File: src/rtl/multi_clk_gate_ctrl.sv
// Multi-channel clock-gating controller: per-channel RUN/HOLD/OFF/WAKE FSM with idle
// hold-off counter, timed wake sequence and a glitch-free latch-based gating cell.
module multi_clk_gate_ctrl #(
    parameter int unsigned NUM_CH   = 4,
    parameter int unsigned CNT_W    = 8,
    parameter int unsigned WAKE_CYC = 2
) (
    input  logic              clk_i,
    input  logic              rst_i,
    input  logic [NUM_CH-1:0] ch_en_i,
    input  logic [NUM_CH-1:0] auto_en_i,
    input  logic [NUM_CH-1:0] ch_idle_i,
    input  logic [NUM_CH-1:0] force_on_i,
    input  logic [CNT_W-1:0]  idle_thresh_i,
    output logic [NUM_CH-1:0] gated_clk_o,
    output logic [NUM_CH-1:0] ch_rdy_o,
    output logic              all_off_o
);

    localparam logic [CNT_W-1:0] CNT_MAX   = '1;
    localparam logic [CNT_W-1:0] WAKE_LAST = CNT_W'(WAKE_CYC - 1);

    typedef enum logic [1:0] {
        ST_RUN  = 2'd0,
        ST_HOLD = 2'd1,
        ST_OFF  = 2'd2,
        ST_WAKE = 2'd3
    } state_e;

    state_e            state_q [NUM_CH];
    state_e            state_d [NUM_CH];
    logic [CNT_W-1:0]  cnt_q   [NUM_CH];
    logic [CNT_W-1:0]  cnt_d   [NUM_CH];
    logic [NUM_CH-1:0] ch_rdy_q;
    logic [NUM_CH-1:0] ch_rdy_d;
    logic              all_off_q;
    logic              all_off_d;
    logic [NUM_CH-1:0] en_c;
    logic [NUM_CH-1:0] latch_q;

    // State, counter and status registers
    always_ff @(posedge clk_i) begin
        if (rst_i) begin
            for (int i = 0; i < NUM_CH; i++) begin
                state_q[i] <= ST_RUN;
                cnt_q[i]   <= '0;
            end
            ch_rdy_q  <= '1;
            all_off_q <= 1'b0;
        end else begin
            for (int i = 0; i < NUM_CH; i++) begin
                state_q[i] <= state_d[i];
                cnt_q[i]   <= cnt_d[i];
            end
            ch_rdy_q  <= ch_rdy_d;
            all_off_q <= all_off_d;
        end
    end

    // Next-state, counter and status decode per channel
    always_comb begin
        for (int i = 0; i < NUM_CH; i++) begin
            state_d[i] = state_q[i];
            cnt_d[i]   = cnt_q[i];
        end
        ch_rdy_d  = '0;
        all_off_d = 1'b1;
        en_c      = '0;

        for (int i = 0; i < NUM_CH; i++) begin
            unique case (state_q[i])
                ST_RUN: begin
                    cnt_d[i] = '0;
                    if (force_on_i[i]) begin
                        state_d[i] = ST_RUN;
                    end else if (!ch_en_i[i]) begin
                        state_d[i] = ST_OFF;
                    end else if (auto_en_i[i] && ch_idle_i[i]) begin
                        if (idle_thresh_i == '0) begin
                            state_d[i] = ST_OFF;
                        end else begin
                            state_d[i] = ST_HOLD;
                            cnt_d[i]   = CNT_W'(1);
                        end
                    end
                end
                ST_HOLD: begin
                    if (force_on_i[i] || !ch_idle_i[i] || !auto_en_i[i]) begin
                        state_d[i] = ST_RUN;
                        cnt_d[i]   = '0;
                    end else if (!ch_en_i[i]) begin
                        state_d[i] = ST_OFF;
                    end else if (cnt_q[i] >= idle_thresh_i) begin
                        state_d[i] = ST_OFF;
                    end else if (cnt_q[i] != CNT_MAX) begin
                        cnt_d[i] = cnt_q[i] + CNT_W'(1);
                    end
                end
                ST_OFF: begin
                    if (force_on_i[i] ||
                        (ch_en_i[i] && !(auto_en_i[i] && ch_idle_i[i]))) begin
                        state_d[i] = ST_WAKE;
                        cnt_d[i]   = '0;
                    end
                end
                ST_WAKE: begin
                    // Wake always completes; a dropped enable is handled from RUN.
                    if (cnt_q[i] == WAKE_LAST) begin
                        state_d[i] = ST_RUN;
                    end
                    if (cnt_q[i] != CNT_MAX) begin
                        cnt_d[i] = cnt_q[i] + CNT_W'(1);
                    end
                end
                default: begin
                    state_d[i] = ST_RUN;
                    cnt_d[i]   = '0;
                end
            endcase

            en_c[i]     = (state_q[i] != ST_OFF);
            ch_rdy_d[i] = (state_d[i] == ST_RUN) || (state_d[i] == ST_HOLD);
            if (state_d[i] != ST_OFF) begin
                all_off_d = 1'b0;
            end
        end
    end

    // Gating latch: open only while clk is low, forced on during reset
    always_latch begin
        if (!clk_i) begin
            latch_q = en_c | {NUM_CH{rst_i}};
        end
    end

    assign gated_clk_o = {NUM_CH{clk_i}} & latch_q;
    assign ch_rdy_o    = ch_rdy_q;
    assign all_off_o   = all_off_q;

endmodule

File: config.mk
export PLATFORM = sky130hd
export DESIGN_NAME = multi_clk_gate_ctrl
export DESIGN_NICKNAME = d
export VERILOG_FILES = /design/src/rtl/multi_clk_gate_ctrl.sv
export SDC_FILE = /design/constraint.sdc
export NUM_CORES = 1
export LEC_CHECK = 0
export BUFFER_PORTS_ARGS = -buffer_cell sky130_fd_sc_hd__buf_2
export CORE_ASPECT_RATIO = 0.5
export CORE_MARGIN = 8
export CORE_UTILIZATION = 31
export CTS_CLUSTER_DIAMETER = 100
export DETAILED_ROUTE_END_ITERATION = 12
export SYNTH_ARGS = -nofsm -noshare
export SYNTH_HDL_FRONTEND = slang
export SYNTH_SLANG_ARGS = --single-unit
File: constraint.sdc
create_clock -name clk_i -period 3.38 [get_ports clk_i]
set_clock_uncertainty 0.15 [all_clocks]
set_input_delay 0.676 -clock clk_i [delete_from_list [all_inputs] [get_ports clk_i]]
set_output_delay 0.676 -clock clk_i [all_outputs]
set_load 0.01 [all_outputs]
* After elaboration in Yosys (flattened, before gate mapping)
Memories as Yosys holds them, arrays and structs flattened.
Index checks and enable logic that the tools add are counted.
W data, S select, Z words.
** Operators by class
- Add/sub/neg operators :: 4
- $lt $le $gt $ge :: 4
- Equal/unequal tests :: 32
- Multiplexer cells :: 88
- Bitwise logic cells :: 10
- Reduce and logical (&&, ||, !) cells :: 46
** Operators by type and width (count)
- $mux W8 :: 24
- $pmux W8 S4 :: 4
- $mux W2 :: 37
- $add A8 B1 Y8 const B :: 4
- $eq A8 B1 Y1 const B :: 4
- $ge A8 B8 Y1 :: 4
- $ne A8 B8 Y1 const B :: 4
- $pmux W2 S4 :: 4
- $mux W1 :: 17
- $eq A2 B1 Y1 const B :: 8
- $eq A2 B2 Y1 const B :: 8
- $logic_not A2 Y1 :: 8
- $logic_or A1 B1 Y1 :: 16
- $ne A2 B2 Y1 const B :: 8
- $logic_not A1 Y1 :: 12
- $logic_and A1 B1 Y1 :: 8
- $logic_not A8 Y1 :: 1
- $mux W4 :: 2
- $or A1 B1 Y1 :: 8
- $and A4 B4 Y4 :: 1
- $or A4 B4 Y4 :: 1
- $reduce_or A4 Y1 :: 1
** Storage, ports and cells
- Register bits :: 5
- Bits in latches :: 4
- Bits in writable memories :: 40
- Bits of input ports :: 26
- Word-level logic and storage cells :: 192
- Memories kept :: 2
** Memory list
- cnt_q :: words 4, bits a word 8, rd ports 4, clocked after Yosys merged registers in 0, wr ports 4, line 32 : logic [CNT_W-1:0] cnt_q [NUM_CH];
- state_q :: words 4, bits a word 2, rd ports 4, clocked after Yosys merged registers in 0, wr ports 4, line 30 : state_e state_q [NUM_CH];

* Longest topological paths before layout
- Depth after elaboration :: 8
- Mapped depth :: 8

==> metrics.cfg <==
[critical_path]
r2r-end=latch_q[2]$_DLATCH_N_
critPathKind=latch -> out
arrival_ns=2.76
startpoint_type=latch
r2r_start=state_q[2][1]$_SDFF_PP0_
worst-path-max-fanout=1
cp-end-kind=output port
rr_worst_depth=2
cp.required_ns=2.55
reg2reg_slack_ns=0.59

[hold_path]
holdPathStages=2
hold_end=cnt_q[1][5]$_SDFFE_PP0P_
holdCritStartpoint=cnt_q[1][5]$_SDFFE_PP0P_
hold_path.class=reg -> reg

[sta]
holdWs_ns=0.381
maxSlewViolCount=0
hold_viol=0
worstMarginPinSlew_ns=0.620
rsz0062_at_grt=yes
setup_violations=8
setup_ws_ns=-0.210
slew_headroom_pct=58.6

[synthesis]
synthCells=412
synth_area_um2=3530
ys_ff_latch=49
yosys.area.top_type_share_pct=25.5
yosysTopAreaCell=dfxtp_1
async_reset_ff_share_pct=0
ys_types=74
synth-main-ff-cell=dfxtp_1
synth_edf_count=0
avgSynthCellArea_um2=8.57
yosys-top-cells-area=dfxtp_1 (26%), ha_1 (14%), a21oi_1 (4.8%), nor2_1 (3.7%), inv_1 (3.2%)
syn_nets=478
ys_warn_count=0

[grt]
antenna_found_initial=0
track_usage_pct=12.2
grt_pass1_wl_um=15200
grt_max_degree=19
grt_pass1_vias=3196
grt-ovfl-total=0

[die]
fp-row-count=27
core_um2=11000
die_w_um=167
start_util_pct=32.0
pin_count=35
die_area_um2=15300
die_y_um=91.5

[cts]
postCtsSetupRepairBufs=0
hold_buffers=0
clock_latency_ns=0.41
clk_pin_slew_ns=0.06
cts_tree=yes

[flow_run]
maxCapViolCount=0

[detailed_routing]
routedWlPerCell_um=15.5
dr.pass1.iters=4
route.detailed.drc=0
postRouteAntennaNets=0
vias_per_cell=5.47
drt_iter0_drc=264
wirelength_um=9310
routed-via-count=3288

[power_and_ir_drop]
p_comb_share_pct=11.6
p_sw_share_pct=26.6
p_leak_nw=1.66
seq_power_share_pct=32.5
power_mw=1.87
power.switching_mw=0.498
powerDensity_nw_per_um2=447
internal_power_mw=1.37
power_frac_clock_pct=55.9
irDropWorstVdd_uv=218

[cells_and_area]
n_fill_cell=1089
final_layout_size_suffix_gt1_share_pct=18.2
final_nets=520
final_common_cell=dfxtp_1
fin_cells=601
final_cell_mix=dfxtp_1 (45), ha_1 (40), nor2_1 (35)
final_cell_area_um2=4190
utilization_pct=37.9
num_antenna_cells=0
syn2layout_area_growth_pct=18.5

[outcome]
status=finished with violations
violations=negative setup slack

[place]
numPortBuffers=34
hpwl_um=6930
placed_area_um2=3880
dp_cells=588
place.gp.congestion=0.832

[how the worst max path moves through the flow]
stage / start / end / cells after the start
2_1_floorplan: rst_i / latch_q[1]$_DLATCH_N_ / 4
3_3_place_gp: latch_q[3]$_DLATCH_N_ / gated_clk_o[3] / 2
3_5_place_dp: latch_q[1]$_DLATCH_N_ / gated_clk_o[1] / 2
4_1_cts: latch_q[2]$_DLATCH_N_ / gated_clk_o[2] / 2
5_1_grt: latch_q[2]$_DLATCH_N_ / gated_clk_o[2] / 2
6_report: latch_q[2]$_DLATCH_N_ / gated_clk_o[2] / 2
[cells in the mapped netlist (3+ instances only)]
master	count
dfxtp_1	45
ha_1	40
nor2_1	35
a21oi_1	34
inv_1	30
nand2_1	20
o21ai_0	18
nand3_1	15
nor3_1	13
and3_1	10
a211oi_1	8
a311oi_1	8
and2_1	8
a21o_1	6
nand2b_1	5
nor2b_1	5
o21a_1	5
or2_2	5
or4_1	5
a2111oi_4	4
dlxtn_1	4
nand4_1	4
o211ai_1	4
o31ai_1	4
or3_1	4
a31oi_1	3
clkbuf_1	3
nand2b_4	3
nand3b_1	3
o211a_1	3
or4b_1	3
xnor2_1	3
[cell type report]
type | instances | area [µm²] | share of cell area, %
timing repair buffer | 33 | 173 | 4.13
clock buffer | 16 | 285 | 6.82
inverter | 30 | 113 | 2.69
tap | 145 | 181 | 4.33
sequential | 49 | 962 | 23.0
clock inverter | 1 | 30.0 | 0.717
multi-input combinational | 327 | 2440 | 58.3
[stage by stage]
step	TNS (ns)	setup slack [ns]
final	-0.803	-0.210
after global routing	-0.931	-0.248
after CTS	-0.874	-0.224
after detailed placement	0	0.277
after global placement	0	0.280
after floorplan	0	0.242
[worst max-delay path, cell delays in order, from the launching register on]
cell	delay, ns
dlxtn_1	0.39
and2_4	0.14
buf_6	0.10
[registers in the layout, summed over array words and instances (netlist names)]
name,cells
all_off_o,1
ch_rdy_o,4
latch_q,4
cnt_q,32
state_q,8
[timing repair]
| item | 4_1_cts | 5_1_grt |
|---|---|---|
| pin swaps | 3 | 1 |
| endpoints found under the hold margin | 0 | 0 |
| endpoints found under the setup margin | 8 | 8 |
| resized for setup | 4 | 3 |
[power groups by stage]
stage          sequential (mW)  combinational (mW)  clock, mW
2_1_floorplan            0.612               0.155     0.0589
3_3_place_gp             0.621               0.214     0.0947
3_5_place_dp             0.621               0.217     0.0947
4_1_cts                  0.607               0.219       1.06
5_1_grt                  0.611               0.241       1.11
6_report                 0.608               0.218       1.05
[logic make-up (layout without fill, tap and decap cells)]
group	count (synthesis)	count (layout)	share of synthesized area, %
AOI/OAI and AO/OA	129	129	28.6
xor gates and xnor gates	3	3	0.744
adders and majority gates	40	40	14.2
buffers and inverters	36	80	3.90
DFF	45	45	25.5
latches	4	4	1.70
muxes	1	1	0.319
and+or+nand+nor	154	154	25.1
[metal layers]
metal	share of wire [%]	wire (µm)	vias up	GRT usage (%)
met2	47	4410	73	20.3
li1	-	-	1650	-
met1	45	4180	1541	13.9
met5	0	0	-	0
met4	3.4	321	0	7.67
met3	4.2	392	24	3.37
Note: power is estimated with default switching activity, not from simulation.
